<file path="src/rtl/riscv_branch_pkg.sv">
// Shared RV32I/RV64I branch definitions: funct3 encodings and the condition decode.
package riscv_branch_pkg;

  localparam logic [2:0] F3_BEQ  = 3'b000;
  localparam logic [2:0] F3_BNE  = 3'b001;
  localparam logic [2:0] F3_BLT  = 3'b100;
  localparam logic [2:0] F3_BGE  = 3'b101;
  localparam logic [2:0] F3_BLTU = 3'b110;
  localparam logic [2:0] F3_BGEU = 3'b111;

  // Reserved encodings resolve as not-taken and are flagged illegal.
  function automatic logic cond_taken(input logic [2:0] f3, input logic eq,
                                      input logic lt_s, input logic lt_u);
    case (f3)
      F3_BEQ:  return eq;
      F3_BNE:  return !eq;
      F3_BLT:  return lt_s;
      F3_BGE:  return !lt_s;
      F3_BLTU: return lt_u;
      F3_BGEU: return !lt_u;
      default: return 1'b0;
    endcase
  endfunction

  function automatic logic f3_illegal(input logic [2:0] f3);
    return (f3 == 3'b010) || (f3 == 3'b011);
  endfunction

endpackage

</file>
<file path="src/rtl/branch_resolve_unit_if.sv">
// Branch micro-op request and resolution result channels with valid/ready handshakes.
interface branch_resolve_unit_if #(
  parameter int XLEN = 32
);
  logic            in_valid;
  logic            in_ready;
  logic [XLEN-1:0] in_op1;
  logic [XLEN-1:0] in_op2;
  logic [2:0]      in_funct3;
  logic [XLEN-1:0] in_pc;
  logic [XLEN-1:0] in_imm;
  logic            in_pred_taken;
  logic [XLEN-1:0] in_pred_target;
  logic            flush;
  logic            out_valid;
  logic            out_ready;
  logic            out_taken;
  logic            out_mispredict;
  logic [XLEN-1:0] out_redirect_pc;
  logic            out_misaligned;
  logic            out_illegal;

  modport master (
    output in_valid, in_op1, in_op2, in_funct3, in_pc, in_imm, in_pred_taken,
           in_pred_target, flush, out_ready,
    input  in_ready, out_valid, out_taken, out_mispredict, out_redirect_pc,
           out_misaligned, out_illegal
  );

  modport slave (
    input  in_valid, in_op1, in_op2, in_funct3, in_pc, in_imm, in_pred_taken,
           in_pred_target, flush, out_ready,
    output in_ready, out_valid, out_taken, out_mispredict, out_redirect_pc,
           out_misaligned, out_illegal
  );
endinterface

</file>
<file path="src/rtl/branch_flags_xlen.sv">
// Operand comparison flags (equal, signed less-than, unsigned less-than).
module branch_flags_xlen #(
  parameter int XLEN = 32
) (
  input  logic [XLEN-1:0] a,
  input  logic [XLEN-1:0] b,
  output logic            eq,
  output logic            lt_s,
  output logic            lt_u
);
  logic signed [XLEN-1:0] a_s;
  logic signed [XLEN-1:0] b_s;

  assign a_s  = a;
  assign b_s  = b;
  assign eq   = (a == b);
  assign lt_s = (a_s < b_s);
  assign lt_u = (a < b);
endmodule

</file>
<file path="src/rtl/branch_resolve_unit.sv">
// Two-stage branch resolver: compare and address generation, then condition decode,
// mispredict detection and fetch redirect, with saturating resolve/mispredict counters.
module branch_resolve_unit
  import riscv_branch_pkg::*;
#(
  parameter int         XLEN       = 32,
  parameter int         CNT_W      = 32,
  parameter logic [1:0] ALIGN_MASK = 2'b11
) (
  input  logic                 clk,
  input  logic                 rst,
  branch_resolve_unit_if.slave bus,
  input  logic                 cnt_clear,
  output logic [CNT_W-1:0]     cnt_branches,
  output logic [CNT_W-1:0]     cnt_mispredicts
);

  function automatic logic [CNT_W-1:0] sat_inc(input logic [CNT_W-1:0] v);
    return (&v) ? v : v + CNT_W'(1);
  endfunction

  logic            eq, lt_s, lt_u;
  logic            vld_p1, vld_p2;
  logic            eq_p1, lt_s_p1, lt_u_p1, pred_taken_p1;
  logic [2:0]      funct3_p1;
  logic [XLEN-1:0] target_p1, fall_p1, pred_target_p1;
  logic            taken_p2, mis_p2, misal_p2, illegal_p2;
  logic [XLEN-1:0] redirect_p2;
  logic            adv_p2, accept, out_fire;
  logic            taken_c, mis_c, misal_c;

  branch_flags_xlen #(.XLEN(XLEN)) u_flags (
    .a    (bus.in_op1),
    .b    (bus.in_op2),
    .eq   (eq),
    .lt_s (lt_s),
    .lt_u (lt_u)
  );

  assign adv_p2       = !vld_p2 || bus.out_ready;
  assign bus.in_ready = !vld_p1 || adv_p2;
  assign accept       = bus.in_valid && bus.in_ready;
  // A result leaving during a flush is killed, so it is not counted.
  assign out_fire     = vld_p2 && bus.out_ready && !bus.flush;

  assign taken_c = cond_taken(funct3_p1, eq_p1, lt_s_p1, lt_u_p1);
  assign mis_c   = (taken_c != pred_taken_p1) ||
                   (taken_c && (pred_target_p1 != target_p1));
  assign misal_c = taken_c && ((target_p1[1:0] & ALIGN_MASK) != 2'b00);

  // Stage 1: capture compare flags and both candidate PCs
  always_ff @(posedge clk) begin
    if (accept) begin
      eq_p1          <= eq;
      lt_s_p1        <= lt_s;
      lt_u_p1        <= lt_u;
      target_p1      <= bus.in_pc + bus.in_imm;
      fall_p1        <= bus.in_pc + XLEN'(4);
      funct3_p1      <= bus.in_funct3;
      pred_taken_p1  <= bus.in_pred_taken;
      pred_target_p1 <= bus.in_pred_target;
    end
  end

  // Stage 2: resolved outcome, held while the consumer stalls
  always_ff @(posedge clk) begin
    if (rst) begin
      vld_p1      <= 1'b0;
      vld_p2      <= 1'b0;
      taken_p2    <= 1'b0;
      mis_p2      <= 1'b0;
      misal_p2    <= 1'b0;
      illegal_p2  <= 1'b0;
      redirect_p2 <= '0;
    end else begin
      if (bus.flush) begin
        vld_p1 <= 1'b0;
        vld_p2 <= 1'b0;
      end else begin
        if (bus.in_ready) vld_p1 <= bus.in_valid;
        if (adv_p2)       vld_p2 <= vld_p1;
      end
      if (adv_p2 && vld_p1) begin
        taken_p2    <= taken_c;
        mis_p2      <= mis_c;
        misal_p2    <= misal_c;
        illegal_p2  <= f3_illegal(funct3_p1);
        redirect_p2 <= taken_c ? target_p1 : fall_p1;
      end
    end
  end

  always_ff @(posedge clk) begin
    if (rst || cnt_clear) begin
      cnt_branches    <= '0;
      cnt_mispredicts <= '0;
    end else if (out_fire) begin
      cnt_branches <= sat_inc(cnt_branches);
      if (mis_p2) cnt_mispredicts <= sat_inc(cnt_mispredicts);
    end
  end

  assign bus.out_valid       = vld_p2;
  assign bus.out_taken       = taken_p2;
  assign bus.out_mispredict  = mis_p2;
  assign bus.out_redirect_pc = redirect_p2;
  assign bus.out_misaligned  = misal_p2;
  assign bus.out_illegal     = illegal_p2;

endmodule

</file>
<file path="src/flat_wrapper.sv">
// flat-port wrapper written by rule: the top's interface ports become plain ports
module branch_resolve_unit_flat import riscv_branch_pkg::*;
#(
  parameter int         XLEN       = 32,
  parameter int         CNT_W      = 32,
  parameter logic [1:0] ALIGN_MASK = 2'b11
)
  (clk, rst, cnt_clear, cnt_branches, cnt_mispredicts, bus_in_valid, bus_in_op1, bus_in_op2, bus_in_funct3, bus_in_pc, bus_in_imm, bus_in_pred_taken, bus_in_pred_target, bus_flush, bus_out_ready, bus_in_ready, bus_out_valid, bus_out_taken, bus_out_mispredict, bus_out_redirect_pc, bus_out_misaligned, bus_out_illegal);
  branch_resolve_unit_if #(.XLEN(XLEN)) bus_i ();
  input  logic clk;
  input  logic rst;
  input  logic cnt_clear;
  output logic [CNT_W-1:0] cnt_branches;
  output logic [CNT_W-1:0] cnt_mispredicts;
  input wire logic [$bits(bus_i.in_valid)-1:0] bus_in_valid;
  input wire logic [$bits(bus_i.in_op1)-1:0] bus_in_op1;
  input wire logic [$bits(bus_i.in_op2)-1:0] bus_in_op2;
  input wire logic [$bits(bus_i.in_funct3)-1:0] bus_in_funct3;
  input wire logic [$bits(bus_i.in_pc)-1:0] bus_in_pc;
  input wire logic [$bits(bus_i.in_imm)-1:0] bus_in_imm;
  input wire logic [$bits(bus_i.in_pred_taken)-1:0] bus_in_pred_taken;
  input wire logic [$bits(bus_i.in_pred_target)-1:0] bus_in_pred_target;
  input wire logic [$bits(bus_i.flush)-1:0] bus_flush;
  input wire logic [$bits(bus_i.out_ready)-1:0] bus_out_ready;
  output wire logic [$bits(bus_i.in_ready)-1:0] bus_in_ready;
  output wire logic [$bits(bus_i.out_valid)-1:0] bus_out_valid;
  output wire logic [$bits(bus_i.out_taken)-1:0] bus_out_taken;
  output wire logic [$bits(bus_i.out_mispredict)-1:0] bus_out_mispredict;
  output wire logic [$bits(bus_i.out_redirect_pc)-1:0] bus_out_redirect_pc;
  output wire logic [$bits(bus_i.out_misaligned)-1:0] bus_out_misaligned;
  output wire logic [$bits(bus_i.out_illegal)-1:0] bus_out_illegal;
  assign bus_i.in_valid = bus_in_valid;
  assign bus_i.in_op1 = bus_in_op1;
  assign bus_i.in_op2 = bus_in_op2;
  assign bus_i.in_funct3 = bus_in_funct3;
  assign bus_i.in_pc = bus_in_pc;
  assign bus_i.in_imm = bus_in_imm;
  assign bus_i.in_pred_taken = bus_in_pred_taken;
  assign bus_i.in_pred_target = bus_in_pred_target;
  assign bus_i.flush = bus_flush;
  assign bus_i.out_ready = bus_out_ready;
  assign bus_in_ready = bus_i.in_ready;
  assign bus_out_valid = bus_i.out_valid;
  assign bus_out_taken = bus_i.out_taken;
  assign bus_out_mispredict = bus_i.out_mispredict;
  assign bus_out_redirect_pc = bus_i.out_redirect_pc;
  assign bus_out_misaligned = bus_i.out_misaligned;
  assign bus_out_illegal = bus_i.out_illegal;
  branch_resolve_unit #(.XLEN(XLEN), .CNT_W(CNT_W), .ALIGN_MASK(ALIGN_MASK)) u_core (.clk(clk), .rst(rst), .bus(bus_i), .cnt_clear(cnt_clear), .cnt_branches(cnt_branches), .cnt_mispredicts(cnt_mispredicts));
endmodule
</file>
<file path="config.mk">
export PLATFORM = sky130hd
export DESIGN_NAME = branch_resolve_unit_flat
export DESIGN_NICKNAME = d
export VERILOG_FILES = /design/src/rtl/riscv_branch_pkg.sv /design/src/rtl/branch_resolve_unit_if.sv /design/src/rtl/branch_flags_xlen.sv /design/src/rtl/branch_resolve_unit.sv /design/src/flat_wrapper.sv
export SDC_FILE = /design/constraint.sdc
export NUM_CORES = 1
export LEC_CHECK = 0
export ABC_CLOCK_PERIOD_IN_PS = 9150
export BUFFER_PORTS_ARGS = -buffer_cell sky130_fd_sc_hd__buf_2
export CAP_MARGIN = 15
export CELL_PAD_IN_SITES_DETAIL_PLACEMENT = 2
export CELL_PAD_IN_SITES_GLOBAL_PLACEMENT = 2
export CORE_MARGIN = 3
export CORE_UTILIZATION = 36
export DETAILED_ROUTE_END_ITERATION = 8
export PLACE_DENSITY_LB_ADDON = 0.1
export SETUP_SLACK_MARGIN = 0.3
export SKIP_LAST_GASP = 1
export SYNTH_ARGS = -nofsm -noshare
export SYNTH_HDL_FRONTEND = slang
export SYNTH_SLANG_ARGS = --single-unit
export TNS_END_PERCENT = 50
</file>
<file path="constraint.sdc">
create_clock -name clk -period 9.15 [get_ports clk]
set_input_delay 0.915 -clock clk [delete_from_list [all_inputs] [get_ports clk]]
set_output_delay 0.915 -clock clk [all_outputs]
set_load 0.1 [all_outputs]
</file>
==> Word level (Yosys, flattened, before mapping) <==
Cells that the tools add are included.
{ "word_totals": {"regBits": 205, "input_bits": 170, "wordCells": 61} }
{ "classes": {"addsub": 4, "magnitude_cmp": 2, "n_eq_ne": 10, "mux": 2, "bitwise_logic": 2, "n_reduce_logical": 24} }
{ "ops": {"columns": ["cell", "n"], "rows": [
  ["32-bit by 1-bit adder with 32-bit output, second input constant", 2],
  ["32-bit < comparator", 2],
  ["32-bit AND reduction", 2],
  ["32-bit by 3-bit adder with 32-bit output, second input constant", 1],
  ["32-bit adder", 1],
  ["32-bit == test", 1],
  ["32-bit 2-to-1 mux", 1],
  ["32-bit != test", 1],
  ["3-bit == test, second input constant", 4],
  ["3-bit by 2-bit == test with 1-bit output, second input constant", 2],
  ["1-bit logical AND", 6],
  ["1-bit logical NOT", 6],
  ["1-bit case mux with 6 select lines", 1],
  ["1-bit logical OR", 5],
  ["3-bit by 1-bit == test with 1-bit output, second input constant", 1],
  ["3-bit logical NOT", 1],
  ["3-bit AND reduction", 1],
  ["1-bit NOT", 2],
  ["2-bit AND reduction", 1],
  ["2-bit nonzero test", 1],
  ["2-bit OR reduction", 1],
  ["1-bit != test", 1]
]} }

==> Longest topological paths before layout <==
{ "depth": {"word_depth": 4, "ltp_mapped": 9} }

==> Modules after synthesis <==
Synthesis repeated with hierarchy kept, for this count alone.
{ "unflattened": {"cells_unflattened": 1125, "hier_area_um2": 11144.4} }
{ "by_module_without_submodules": {"columns": ["module", "n_inst", "cells_each", "area_per_inst_um2"], "rows": [
  ["branch_resolve_unit", 1, 1010, 10322.4],
  ["branch_flags_xlen", 1, 115, 822.0]
]} }

==> Worst setup path after synthesis <==
OpenSTA, ideal clock, no wires.
{ "synth_path": {"path_kind": "input port to flip-flop", "startpoint": "in bus_out_ready", "endpoint": "reg u_core.eq_p1 (enable)", "setup_ns": 0.473, "arrival_time_ns": 4.152, "setup_slack_ns": 4.525, "cell_stages": 3, "cell_sequence": "nor2b_1 > nand2_1 > and2_1"} }
{ "synth_between": {"elab_chain_cells": 3} }
{ "synth_rtl": {"columns": ["element", "line", "text"], "rows": [
  ["start: declaration", "flat_wrapper.sv:24", "input wire logic [$bits(bus_i.out_ready)-1:0] bus_out_ready;"],
  ["1-bit logical OR", "branch_resolve_unit.sv:40", "assign adv_p2 = !vld_p2 || bus.out_ready;"],
  ["1-bit logical OR", "branch_resolve_unit.sv:41", "assign bus.in_ready = !vld_p1 || adv_p2;"],
  ["net bus_in_ready", "flat_wrapper.sv:25", "output wire logic [$bits(bus_i.in_ready)-1:0] bus_in_ready;"],
  ["1-bit logical AND", "branch_resolve_unit.sv:42", "assign accept = bus.in_valid && bus.in_ready;"],
  ["net u_core.accept", "branch_resolve_unit.sv:29", "logic adv_p2, accept, out_fire;"],
  ["end signal: assignment", "branch_resolve_unit.sv:54", "eq_p1 <= eq;"],
  ["end: declaration", "branch_resolve_unit.sv:24", "logic eq_p1, lt_s_p1, lt_u_p1, pred_taken_p1;"]
]} }
The timed path passes the listed nets, and every way through them passes these cells.
A chain may end at the register's enable or synchronous reset.

==> Final worst setup path <==
{ "layout_path": {"startpoint": "in bus_in_imm[0]", "endpoint": "reg u_core.target_p1[30] (data pin)"} }
{ "layout_between": {"elab_chain_cells": 1} }
{ "layout_rtl": {"columns": ["element", "line", "text"], "rows": [
  ["start: declaration", "flat_wrapper.sv:20", "input wire logic [$bits(bus_i.in_imm)-1:0] bus_in_imm;"],
  ["32-bit adder", "branch_resolve_unit.sv:57", "target_p1 <= bus.in_pc + bus.in_imm;"],
  ["end signal: assignment", "branch_resolve_unit.sv:57", null],
  ["end: declaration", "branch_resolve_unit.sv:26", "logic [XLEN-1:0] target_p1, fall_p1, pred_target_p1;"]
]} }
No other way between the ends.

==> results.md <==
- Status: finished clean
- Worst setup SP type: primary input
- Number of max-cap violations: 0
- Core area: 0.02980 mm2
- Ys Warns: 0
- Worst-path clk slew: 0.06 ns
- RSZ-0062 raised after global routing: false
- Via count: 9307
- CTS H-tree lvls: 1
- HP Class: flop to flop
- Hold Path Sink: u_core.bus.out_illegal
- CTS sink cnt: 205
- Synth async-reset ratio: 0%
- DR WL met2: 18.50 mm
- DR top layer: met5
- DR iter-0 viols: 501
- Hold Path Cell Cnt: 2
- Flop2flop setup slack: 6.57 ns
- Max stage delay cell, worst path: fa_1
- CP Cell Sequence: buf_2 > ha_1 > fa_1 > a21oi_1 > o21ai_1 > a21oi_1 > o21ai_0 > a31oi_1 > nor3_1 > or3_1
- Vias in the first global route: 10.07k
- R2r startpoint: u_core.target_p1[5]
- Sw power: 0.6552 mW
- Initial Util: 36.70%
- Max clock buf depth: 3
- CTS Buf Count: 23
- Fin Hold WS: 0.4845 ns
- Switch share: 28.40%
- Min Tclk post-route: 3.316 ns
- Clock tree from TritonCTS: built
- Initial antenna violation count: 2
- RR Endpoint: u_core.bus.out_mispredict
- First-pass DRT Iterations: 5
- # setup viols final: 0
- Largest fanout on the critical path: 5
- Post-Route WL: 36.36 mm
- Vias/cell: 5.273
- Crit path kind: primary input to flop
- TNS Setup: 0 ns
- Max frequency: 301.5 MHz
- Nets: 1594
- Power Density: 172.3 mW/mm2
- Die Y: 180.3 um
- Buffers on Ports: 271
- Post-synthesis cell type count: 55
- Mapped Cells: 1087
- Worst vdd ir: 0.0001046 V
- Proportion of layout cells with a drive suffix above 1: 22.72%
- Mapped Avg Cell Area: 10.06 um2
- Worst Tran Pin Value: 1.087 ns
- Area leader, netlist: edfxtp_1
- Crit share post-route: 36.24%
- ANT nets after route: 0
- Row count: 63
- Syn Nets: 1324
- Largest net degree at the start of global routing: 84
- EDFF count, synth: 103
- Hold Vio Cnt, Final: 0
- All-Layer GR Usage: 21.53%
- Area contributors post-synth: edfxtp_1 (28%), dfxtp_1 (19%), ha_1 (7.6%), xnor2_1 (7.1%), xor2_1 (4.3%)
- Final Max Tran Viols: 0
- Met1 Wirelength: 15.69 mm
- Internal power: 1.652 mW
- Post-synth top area share: 28.28%
- Boundary Pins: 272
- Final Wtd Congestion: 0.8308
- Clock group share of total power: 36.4%
- CP peak stage delay: 0.47 ns
- Crit end category: flop
- Slew Limit Headroom: 27.50%
- Gate power share: 17.8%
- Root Buffer Master: clkbuf_16
- Die area: 0.03250 mm2
- Seq pwr share: 45.8%
- Global-route wire length before repair: 56.41 mm
- FF+latch count, synth: 205
- Final std cells w/o fill: 1765
- # Post-CTS Setup Buffers: 0
- Leakage: 5.697 nW
- Area Growth Syn to Fin: 22.45%
- Cell mode on critical path: a21oi_1
- Hold path start: u_core.bus.out_illegal
- Crit path launch: bus_in_imm[0]
- Die Wd: 180.3 um
- Most common cell after layout, fill and taps aside: buf_2
- Post-synthesis sequential area ratio: 46.96%
- Final HPWL DP: 28.98 mm
- Cts repair resizes: 0
- GR Overflow Total: 0
- Worst Skew: 0.008050 ns
- Main synth FF type: edfxtp_1
- CP arrival: 3.56 ns
- Synth Cell Area: 0.01094 mm2
- Commonest non-fill, non-tap cells in the layout: buf_2 (271), nor2_1 (122), edfxtp_1 (103)
- CTS hold repair buffers: 0
- DR WL/cell: 20.60 um
- R2R depth: 7
- Metal3 WL: 1.517 mm
- Worst skew pair latency: 0.50 ns
- Required @ worst endpoint: 9.39 ns
- Residual DRC: 0
- Placed insts: 1721
[per-layer routing]
| metal | up-vias | track usage, % |
|---|---|---|
| met5 | - | 0 |
| met4 | 2 | 4.452 |
| met3 | 42 | 2.725 |
| met2 | 215 | 39.30 |
| met1 | 4571 | 27.35 |
| li1 | 4477 | - |
[per-stage QoR]
step	setup slack, ns	util, %	area [um2]	power, mW
floorplan	4.525	-	10940	1.338
global placement	5.426	42.65	12710	1.469
detailed placement	5.308	42.65	12710	1.490
CTS	5.840	44.88	13370	2.334
global route	5.709	44.94	13390	2.408
finish	5.834	44.94	13390	2.307
[worst max-delay path by stage]
stage	slack, ns	to	cells after the start
6_report	5.83	u_core.target_p1[30]	10
5_1_grt	5.71	u_core.target_p1[28]	10
4_1_cts	5.84	u_core.target_p1[30]	10
3_5_place_dp	5.31	u_core.target_p1[30]	10
3_3_place_gp	5.43	u_core.target_p1[30]	10
2_1_floorplan	4.52	u_core.eq_p1	3
[critical path, delay by kind of cell]
| kind | cells | cell delay (ns) |
|---|---|---|
| AOI/OAI and AO/OA | 5 | 1.37 |
| buffers and inverters | 1 | 0.10 |
| adders and majority gates | 2 | 0.70 |
| and+or+nand+nor | 2 | 0.47 |
[Yosys cell counts (all sizes together), types with 2 or more instances]
cell,number
a211oi,37
nand2,61
o21bai,2
nor2,122
o311ai,2
nor4,8
nand3b,3
a21o,24
xor2,54
and2,3
nor3,22
a31oi,2
a2111oi,2
xnor2,89
or2,3
or4,2
buf,8
nand4,43
or3,11
o21ai,35
inv,46
a311oi,2
clkbuf,23
nand3,46
and3,22
a221oi,3
o21a,2
dfxtp,102
edfxtp,103
and4,13
nor2b,8
nand2b,7
a41oi,2
nor3b,2
o31ai,2
a21oi,56
mux2i,35
o211ai,3
ha,66
[registers in the layout (all words and copies together) (netlist names)]
register / cells
u_core.eq_p1: 1
u_core.pred_target_p1: 32
u_core.lt_s_p1: 1
u_core.funct3_p1: 3
u_core.cnt_branches: 32
u_core.pred_taken_p1: 1
u_core.bus.out_redirect_pc: 32
u_core.bus.out_misaligned: 1
u_core.bus.out_illegal: 1
u_core.bus.out_taken: 1
u_core.bus.out_valid: 1
u_core.fall_p1: 32
u_core.cnt_mispredicts: 32
u_core.target_p1: 32
u_core.bus.out_mispredict: 1
u_core.vld_p1: 1
u_core.lt_u_p1: 1
[final cells by class]
type	count	area (um2)
antenna	2	5.005
clock buffer	34	636.9
clock inverter	7	28.78
fill	3293	16410
inverter	46	172.7
multi-input combinational	805	5525
sequential	205	5135
tap	390	488.0
timing repair buffer	276	1399
[kinds of logic after synthesis]
| kind of cell | after synthesis | synth area share [%] |
|---|---|---|
| xor gates and xnor gates | 143 | 11.45 |
| muxes | 35 | 3.204 |
| and+or+nand+nor | 379 | 17.31 |
| DFF | 205 | 46.96 |
| adders and majority gates | 67 | 7.735 |
| buffers and inverters | 77 | 2.712 |
| AOI/OAI and AO/OA | 181 | 10.63 |
[power groups by stage]
stage / clock network, mW / registers (mW) / logic (mW)
4_1_cts: 0.860 / 1.06 / 0.415
6_report: 0.839 / 1.06 / 0.410
5_1_grt: 0.897 / 1.06 / 0.449
3_3_place_gp: 0 / 1.07 / 0.396
2_1_floorplan: 0 / 1.13 / 0.212
3_5_place_dp: 0 / 1.08 / 0.412
(Power assumes the default switching activity.)
